$ cat config.mk
export PLATFORM = sky130hd
export DESIGN_NAME = calc_sequencer
export DESIGN_NICKNAME = d
export VERILOG_FILES = /design/src/rtl/calc_pkg.sv /design/src/rtl/calc_operand_entry.sv /design/src/rtl/calc_sequencer.sv
export SDC_FILE = /design/constraint.sdc
export NUM_CORES = 1
export LEC_CHECK = 0
export ABC_AREA = 0
export BUFFER_PORTS_ARGS = -buffer_cell sky130_fd_sc_hd__buf_4
export CORE_ASPECT_RATIO = 1.4
export CORE_MARGIN = 4
export CORE_UTILIZATION = 55
export CTS_CLUSTER_SIZE = 14
export DETAILED_ROUTE_END_ITERATION = 8
export GPL_ROUTABILITY_DRIVEN = 0
export PLACE_DENSITY = 0.76
export SETUP_SLACK_MARGIN = 0.5
export SKIP_CTS_REPAIR_TIMING = 1
export SLEW_MARGIN = 10
export SYNTH_ARGS = -nofsm -noshare
export SYNTH_HDL_FRONTEND = slang
export SYNTH_HIERARCHICAL = 1
export SYNTH_SLANG_ARGS = --single-unit
$ cat constraint.sdc
create_clock -name Clock -period 12.53 [get_ports Clock]
set_input_delay 2.506 -clock Clock [delete_from_list [all_inputs] [get_ports Clock]]
set_output_delay 2.506 -clock Clock [all_outputs]
set_load 0.02 [all_outputs]
$ cat src/rtl/calc_pkg.sv
// Shared key codes, widths and sequencer state encoding for the calculator controller.
package calc_pkg;

  localparam int OPND_W = 10;
  localparam int CORE_W = 11;
  localparam int RES_W  = 21;

  localparam logic [3:0] KEY_NEG = 4'hA;
  localparam logic [3:0] KEY_CLR = 4'hB;
  localparam logic [3:0] KEY_EQ  = 4'hC;
  localparam logic [3:0] OP_MUL  = 4'hD;
  localparam logic [3:0] OP_SUB  = 4'hE;
  localparam logic [3:0] OP_ADD  = 4'hF;
  localparam logic [3:0] OP_NONE = 4'h0;

  typedef enum logic [2:0] {
    S_OP1,
    S_OP2,
    S_EXEC,
    S_WAIT,
    S_DONE
  } state_t;

  function automatic logic is_op_key(input logic [3:0] k);
    return (k == OP_MUL) || (k == OP_SUB) || (k == OP_ADD);
  endfunction

endpackage

$ cat src/rtl/calc_operand_entry.sv
// One signed decimal operand: magnitude/neg registers with saturating x10 digit entry.
// Control inputs act at the next edge; the registered two's-complement view follows the same edge.
module calc_operand_entry
  import calc_pkg::*;
#(
  parameter int MAX_MAG = 1023
) (
  input  logic              clk,
  input  logic              rst_n,
  input  logic              clr,
  input  logic              digit_vld,
  input  logic [3:0]        digit,
  input  logic              neg_tgl,
  input  logic              load_vld,
  input  logic [OPND_W-1:0] load_mag,
  input  logic              load_neg,
  output logic [OPND_W-1:0] mag_nxt,
  output logic              neg_nxt,
  output logic [CORE_W-1:0] twos
);

  localparam logic [13:0] MAX_MAG_W = 14'(MAX_MAG);

  logic [OPND_W-1:0] mag_q, mag_d;
  logic              neg_q, neg_d;
  logic [CORE_W-1:0] twos_q, twos_d;
  logic [13:0]       acc;

  always_comb begin
    mag_d = mag_q;
    neg_d = neg_q;
    acc   = '0;
    if (clr) begin
      mag_d = '0;
      neg_d = 1'b0;
    end
    if (load_vld) begin
      mag_d = load_mag;
      neg_d = load_neg;
    end
    // Builds on mag_d so a clear-plus-digit in one cycle starts a fresh operand.
    if (digit_vld) begin
      acc = {4'b0, mag_d} * 14'd10 + {10'b0, digit};
      if (acc <= MAX_MAG_W) mag_d = acc[OPND_W-1:0];
    end
    if (neg_tgl) neg_d = ~neg_q;
    twos_d = neg_d ? (~{1'b0, mag_d} + 11'd1) : {1'b0, mag_d};
  end

  always_ff @(posedge clk or negedge rst_n) begin
    if (!rst_n) begin
      mag_q  <= '0;
      neg_q  <= 1'b0;
      twos_q <= '0;
    end else begin
      mag_q  <= mag_d;
      neg_q  <= neg_d;
      twos_q <= twos_d;
    end
  end

  assign mag_nxt = mag_d;
  assign neg_nxt = neg_d;
  assign twos    = twos_q;

endmodule

$ cat src/rtl/calc_sequencer.sv
// Keypad sequencer for the signed calculator core; one core op per equals, result after 3 edges.
// No backpressure: keys are ignored in EXEC/WAIT. Operator chaining from DONE needs CALC_CHAIN_EN.
module calc_sequencer
  import calc_pkg::*;
#(
  parameter int MAX_MAG = 1023
) (
  input  logic              Clock,
  input  logic              Reset_n,
  input  logic [3:0]        keyCode,
  input  logic              keyValid,
  output logic [CORE_W-1:0] coreOperand1,
  output logic [CORE_W-1:0] coreOperand2,
  output logic [3:0]        coreOperator,
  input  logic [RES_W-1:0]  coreAnswer,
  input  logic              coreSign,
  output logic [RES_W-1:0]  displayValue,
  output logic              displaySign,
  output logic              busy,
  output logic              resultValid
);

  state_t            state_q, state_d;
  logic [3:0]        oper_q, oper_d;
  logic              op2_dig_q, op2_dig_d;
  logic [RES_W-1:0]  res_mag_q, res_mag_d;
  logic              res_sign_q, res_sign_d;
  logic [3:0]        core_op_q, core_op_d;
  logic [RES_W-1:0]  disp_val_q, disp_val_d;
  logic              disp_sign_q, disp_sign_d;
  logic              busy_q, busy_d;
  logic              res_vld_q, res_vld_d;

  logic              is_digit, is_neg, is_clr, is_eq, is_op;
  logic              e1_clr, e1_dig, e1_neg, e1_load, e1_load_neg;
  logic [OPND_W-1:0] e1_load_mag;
  logic              e2_clr, e2_dig, e2_neg;
  logic [OPND_W-1:0] e1_mag_nxt, e2_mag_nxt;
  logic              e1_neg_nxt, e2_neg_nxt;

  assign is_digit = keyValid && (keyCode <= 4'd9);
  assign is_neg   = keyValid && (keyCode == KEY_NEG);
  assign is_clr   = keyValid && (keyCode == KEY_CLR);
  assign is_eq    = keyValid && (keyCode == KEY_EQ);
  assign is_op    = keyValid && is_op_key(keyCode);

`ifdef CALC_CHAIN_EN
  localparam logic [RES_W-1:0] MAX_RES = RES_W'(MAX_MAG);
  logic chain_ok;
  assign chain_ok = (res_mag_q <= MAX_RES);
`endif

  always_ff @(posedge Clock or negedge Reset_n) begin
    if (!Reset_n) state_q <= S_OP1;
    else          state_q <= state_d;
  end

  always_comb begin
    state_d = state_q;
    case (state_q)
      S_OP1:  if (is_op) state_d = S_OP2;
      S_OP2:  if (is_clr) state_d = S_OP1;
              else if (is_eq) state_d = S_EXEC;
      S_EXEC: state_d = S_WAIT;
      S_WAIT: state_d = S_DONE;
      S_DONE: begin
        if (is_digit || is_clr) state_d = S_OP1;
`ifdef CALC_CHAIN_EN
        else if (is_op && chain_ok) state_d = S_OP2;
`endif
      end
      default: state_d = S_OP1;
    endcase
  end

  always_comb begin
    e1_clr      = 1'b0;
    e1_dig      = 1'b0;
    e1_neg      = 1'b0;
    e1_load     = 1'b0;
    e1_load_mag = '0;
    e1_load_neg = 1'b0;
    e2_clr      = 1'b0;
    e2_dig      = 1'b0;
    e2_neg      = 1'b0;
    oper_d      = oper_q;
    op2_dig_d   = op2_dig_q;
    res_mag_d   = res_mag_q;
    res_sign_d  = res_sign_q;
    case (state_q)
      S_OP1: begin
        e1_dig = is_digit;
        e1_neg = is_neg;
        if (is_op) begin
          oper_d    = keyCode;
          e2_clr    = 1'b1;
          op2_dig_d = 1'b0;
        end
      end
      S_OP2: begin
        e2_dig = is_digit;
        e2_neg = is_neg;
        if (is_digit) op2_dig_d = 1'b1;
        if (is_op && !op2_dig_q) oper_d = keyCode;
      end
      S_WAIT: begin
        res_mag_d  = coreAnswer;
        res_sign_d = coreSign;
      end
      S_DONE: begin
        if (is_digit) begin
          e1_clr     = 1'b1;
          e1_dig     = 1'b1;
          e2_clr     = 1'b1;
          oper_d     = OP_NONE;
          op2_dig_d  = 1'b0;
          res_mag_d  = '0;
          res_sign_d = 1'b0;
        end
`ifdef CALC_CHAIN_EN
        if (is_op && chain_ok) begin
          e1_load     = 1'b1;
          e1_load_mag = res_mag_q[OPND_W-1:0];
          e1_load_neg = res_sign_q;
          oper_d      = keyCode;
          e2_clr      = 1'b1;
          op2_dig_d   = 1'b0;
        end
`endif
      end
      default: ;
    endcase
    if (is_clr && (state_q == S_OP1 || state_q == S_OP2 || state_q == S_DONE)) begin
      e1_clr     = 1'b1;
      e2_clr     = 1'b1;
      oper_d     = OP_NONE;
      op2_dig_d  = 1'b0;
      res_mag_d  = '0;
      res_sign_d = 1'b0;
    end
  end

  calc_operand_entry #(.MAX_MAG(MAX_MAG)) u_opnd1 (
    .clk       (Clock),
    .rst_n     (Reset_n),
    .clr       (e1_clr),
    .digit_vld (e1_dig),
    .digit     (keyCode),
    .neg_tgl   (e1_neg),
    .load_vld  (e1_load),
    .load_mag  (e1_load_mag),
    .load_neg  (e1_load_neg),
    .mag_nxt   (e1_mag_nxt),
    .neg_nxt   (e1_neg_nxt),
    .twos      (coreOperand1)
  );

  calc_operand_entry #(.MAX_MAG(MAX_MAG)) u_opnd2 (
    .clk       (Clock),
    .rst_n     (Reset_n),
    .clr       (e2_clr),
    .digit_vld (e2_dig),
    .digit     (keyCode),
    .neg_tgl   (e2_neg),
    .load_vld  (1'b0),
    .load_mag  ('0),
    .load_neg  (1'b0),
    .mag_nxt   (e2_mag_nxt),
    .neg_nxt   (e2_neg_nxt),
    .twos      (coreOperand2)
  );

  // Outputs are computed from next-state values so every change lands on the accepting edge.
  always_comb begin
    disp_val_d  = disp_val_q;
    disp_sign_d = disp_sign_q;
    case (state_d)
      S_OP1: begin
        disp_val_d  = {{(RES_W-OPND_W){1'b0}}, e1_mag_nxt};
        disp_sign_d = e1_neg_nxt;
      end
      S_OP2: begin
        disp_val_d  = {{(RES_W-OPND_W){1'b0}}, e2_mag_nxt};
        disp_sign_d = e2_neg_nxt;
      end
      S_DONE: begin
        disp_val_d  = res_mag_d;
        disp_sign_d = res_sign_d;
      end
      default: ;
    endcase
    busy_d    = (state_d == S_EXEC) || (state_d == S_WAIT);
    res_vld_d = (state_d == S_DONE);
    core_op_d = (state_d == S_EXEC) ? oper_q : OP_NONE;
  end

  always_ff @(posedge Clock or negedge Reset_n) begin
    if (!Reset_n) begin
      oper_q      <= OP_NONE;
      op2_dig_q   <= 1'b0;
      res_mag_q   <= '0;
      res_sign_q  <= 1'b0;
      core_op_q   <= OP_NONE;
      disp_val_q  <= '0;
      disp_sign_q <= 1'b0;
      busy_q      <= 1'b0;
      res_vld_q   <= 1'b0;
    end else begin
      oper_q      <= oper_d;
      op2_dig_q   <= op2_dig_d;
      res_mag_q   <= res_mag_d;
      res_sign_q  <= res_sign_d;
      core_op_q   <= core_op_d;
      disp_val_q  <= disp_val_d;
      disp_sign_q <= disp_sign_d;
      busy_q      <= busy_d;
      res_vld_q   <= res_vld_d;
    end
  end

  assign coreOperator = core_op_q;
  assign displayValue = disp_val_q;
  assign displaySign  = disp_sign_q;
  assign busy         = busy_q;
  assign resultValid  = res_vld_q;

endmodule

==> flow_summary.ini <==
[sta]
fin_tns_setup_ns = 0
timing.final.hold_violations = 0
finalCriticalPeriod_ns = 8.27
maxSlewViolCount = 0
hold_slack_ns = 0.487
rsz0062_at_grt = false
clock.fmax_mhz = 121
slew_headroom = 0.206
worst_pin_slew_ns = 1.19
clock_skew_ns = 0.00684
finalCritPeriodShare = 0.660
setup_violations = 0

[floorplanning]
io_pins = 79
initial_core_util = 0.569
die_area_um2 = 14200
core-area_um2 = 11900
die_width_um = 102
row_count = 47
die_height_um = 140

[worst_setup_path]
cp-endpoint = u_opnd2/twos[10]
cp.depth = 25
slowest_delay_ns = 0.59
rr_worst_depth = 23
crit_arrival_ns = 8.50
slowest_stage = nor2_1
crit_buf_inv = 2
ff2ff_setup_slack_ns = 6.16
r2r_start = state_q[0]
crit_family = simple AND/OR/NAND/NOR gates
critPathRequiredTime_ns = 12.76
critical_path.startpoint = keyCode[2]
r2r-end = u_opnd2/twos[10]
critPathMaxFanout = 18
startpoint_type = input port
cp-end-kind = register
worstSetupPathType = in2reg

[placement]
port-buffer-count = 78
dp_hpwl_um = 14100
placed_cells = 932

[grt]
top_usage_layer = met2
met2_usage = 0.464
use_met1 = 0.308
grt_pass1_wl_um = 29500
grt_overflow = 0
grt_max_degree = 59
grt_pass1_vias = 5911
grtUsageTotal = 0.263
antenna_found_initial = 0
gr-usage-met3 = 0.0476

[logic_synthesis]
synthesis.area_um2 = 6800
synth_ff_type = dfrtp_1
synth_top_area_frac = 0.368
synth_top_cell_by_area = dfrtp_1
syn_area_per_cell_um2 = 9.67
synth_most_common_cell = dfrtp_1
async_flop_share = 1.00
synth.area.top_cells = dfrtp_1, ha_1, nor2_1
ys_types = 90
ys_ff_latch = 100
ys_seq_area_frac = 0.368
syn_inst = 703
synth-edff-count = 0
synth_common_cells = dfrtp_1, nor2_1, inv_1, nand2_1, ha_1
ys.warnings.count = 6

[final_layout]
fin_nets = 867
fin_cells = 948
finalCoreUtilization = 0.653
drive_above_1_share = 0.223
area_delta_synth_final_pct = 14.8
diodes = 0

[clock_tree]
cts_buffers = 9
insertion_delay_ns = 0.34
cts.sink_count = 100
cts_tree = yes
h-tree-depth = 3
root_buffer = clkbuf_16
clockBufferDepth = 2
clk_pin_slew_ns = 0.07

[detailed_routing]
drt-total-wl_um = 18400
drc = 0
drt_iter0_drc = 374
wl_per_cell_um = 19.4
first_pass_iters = 5
vias = 5864
drtAntennaViolNets = 0
vias_per_cell = 6.19

[outcome]
status = complete, no violations

[run]
maxCapViolCount = 0

[hold_path]
worstHoldPathType = reg2reg

[power_and_ir_drop]
finalPower_w = 0.00135
ir_drop_mv = 0.152
p_leak_nw = 3.68
powerDensity_nw_per_um2 = 173
==> per-stage QoR <==
step	cell area, µm²	setup slack, ns
after floorplan	6920	4.83
after global placement	7520	4.36
after detailed placement	7520	4.06
after CTS	7800	4.43
after global routing	7800	3.91
final	7800	4.26
==> flip-flops by register name (all words and copies together) (netlist names), 3 cells and up <==
register and count:
displayValue 21, res_mag_q 21, u_opnd1/twos 11, u_opnd2/twos 11, u_opnd1/mag_q 9, u_opnd2/mag_q 9, coreOperator 4, oper_q 4
state_q 3
==> routing by layer <==
layer  share of wire  wire, µm
met5               0         0
met4           0.046       840
met3           0.058      1070
met2            0.52      9560
met1            0.38      6920
==> worst reg2reg max path: cells and delay by family, from the launching register on <==
kind,cells,cell delay [ns]
and+or+nand+nor,8,1.90
AOI/OAI and AO/OA,7,1.47
adders and majority gates,4,1.22
buffers and inverters,1,0.07
muxes,2,0.65
xor gates and xnor gates,1,0.25
DFF,1,0.69
==> cells in the final DEF, fill, tap and decap left out, types with 11 or more instances in the layout <==
master / n
buf_4: 84
o21ai_0: 24
nor3_1: 19
a221oi_1: 16
inv_1: 39
a22oi_1: 30
ha_1: 38
xor2_1: 20
xnor2_1: 14
nor2_1: 66
o21ai_1: 19
conb_1: 35
a21oi_1: 18
nand2_1: 39
o21ai_2: 11
nand3_1: 13
nor2b_1: 11
dfrtp_1: 100
a22o_1: 19
==> layout make-up <==
type                            count  area, µm²
Clock buffer                       11        233
Multi-Input combinational cell    561       4060
Timing Repair Buffer               84        631
Sequential cell                   100       2500
Tap cell                          147        184
Inverter                           40        150
Clock inverter                      5       43.8
Fill cell                         970       4140
==> worst min-delay path by stage <==
| stage | from | slack, ns | to | cells past startpoint |
|---|---|---|---|---|
| after floorplan | oper_q[0] | 0.45 | coreOperator[0] | 1 |
| after global placement | oper_q[3] | 0.46 | coreOperator[3] | 1 |
| after detailed placement | displayValue[10] | 0.47 | displayValue[10] | 2 |
| after CTS | displayValue[10] | 0.49 | displayValue[10] | 2 |
| after global routing | displayValue[10] | 0.53 | displayValue[10] | 2 |
| final | displayValue[10] | 0.49 | displayValue[10] | 2 |
==> power breakdown <==
| part | switching (W) | total [W] | internal [W] |
|---|---|---|---|
| Sequential | 0.0000502 | 0.000452 | 0.000402 |
| Clock | 0.000125 | 0.000263 | 0.000138 |
| Combinational | 0.000390 | 0.000637 | 0.000248 |
| Total | 0.000565 | 0.00135 | 0.000788 |
==> cells by family (layout without fill, tap and decap cells) <==
kind of cell | count (synthesis) | in the layout | synth area share
multiplexers | 16 | 16 | 0.0271
AND/OR/NAND/NOR | 217 | 217 | 0.173
flip-flops | 100 | 100 | 0.368
other | 1 | 35 | 0.000552
adder cells (fa/ha/maj) | 42 | 42 | 0.0818
XOR/XNOR | 35 | 35 | 0.0462
AO/OA/AOI/OAI | 216 | 216 | 0.248
buffers and inverters | 76 | 140 | 0.0558
Power figures use the tool's default switching activity.
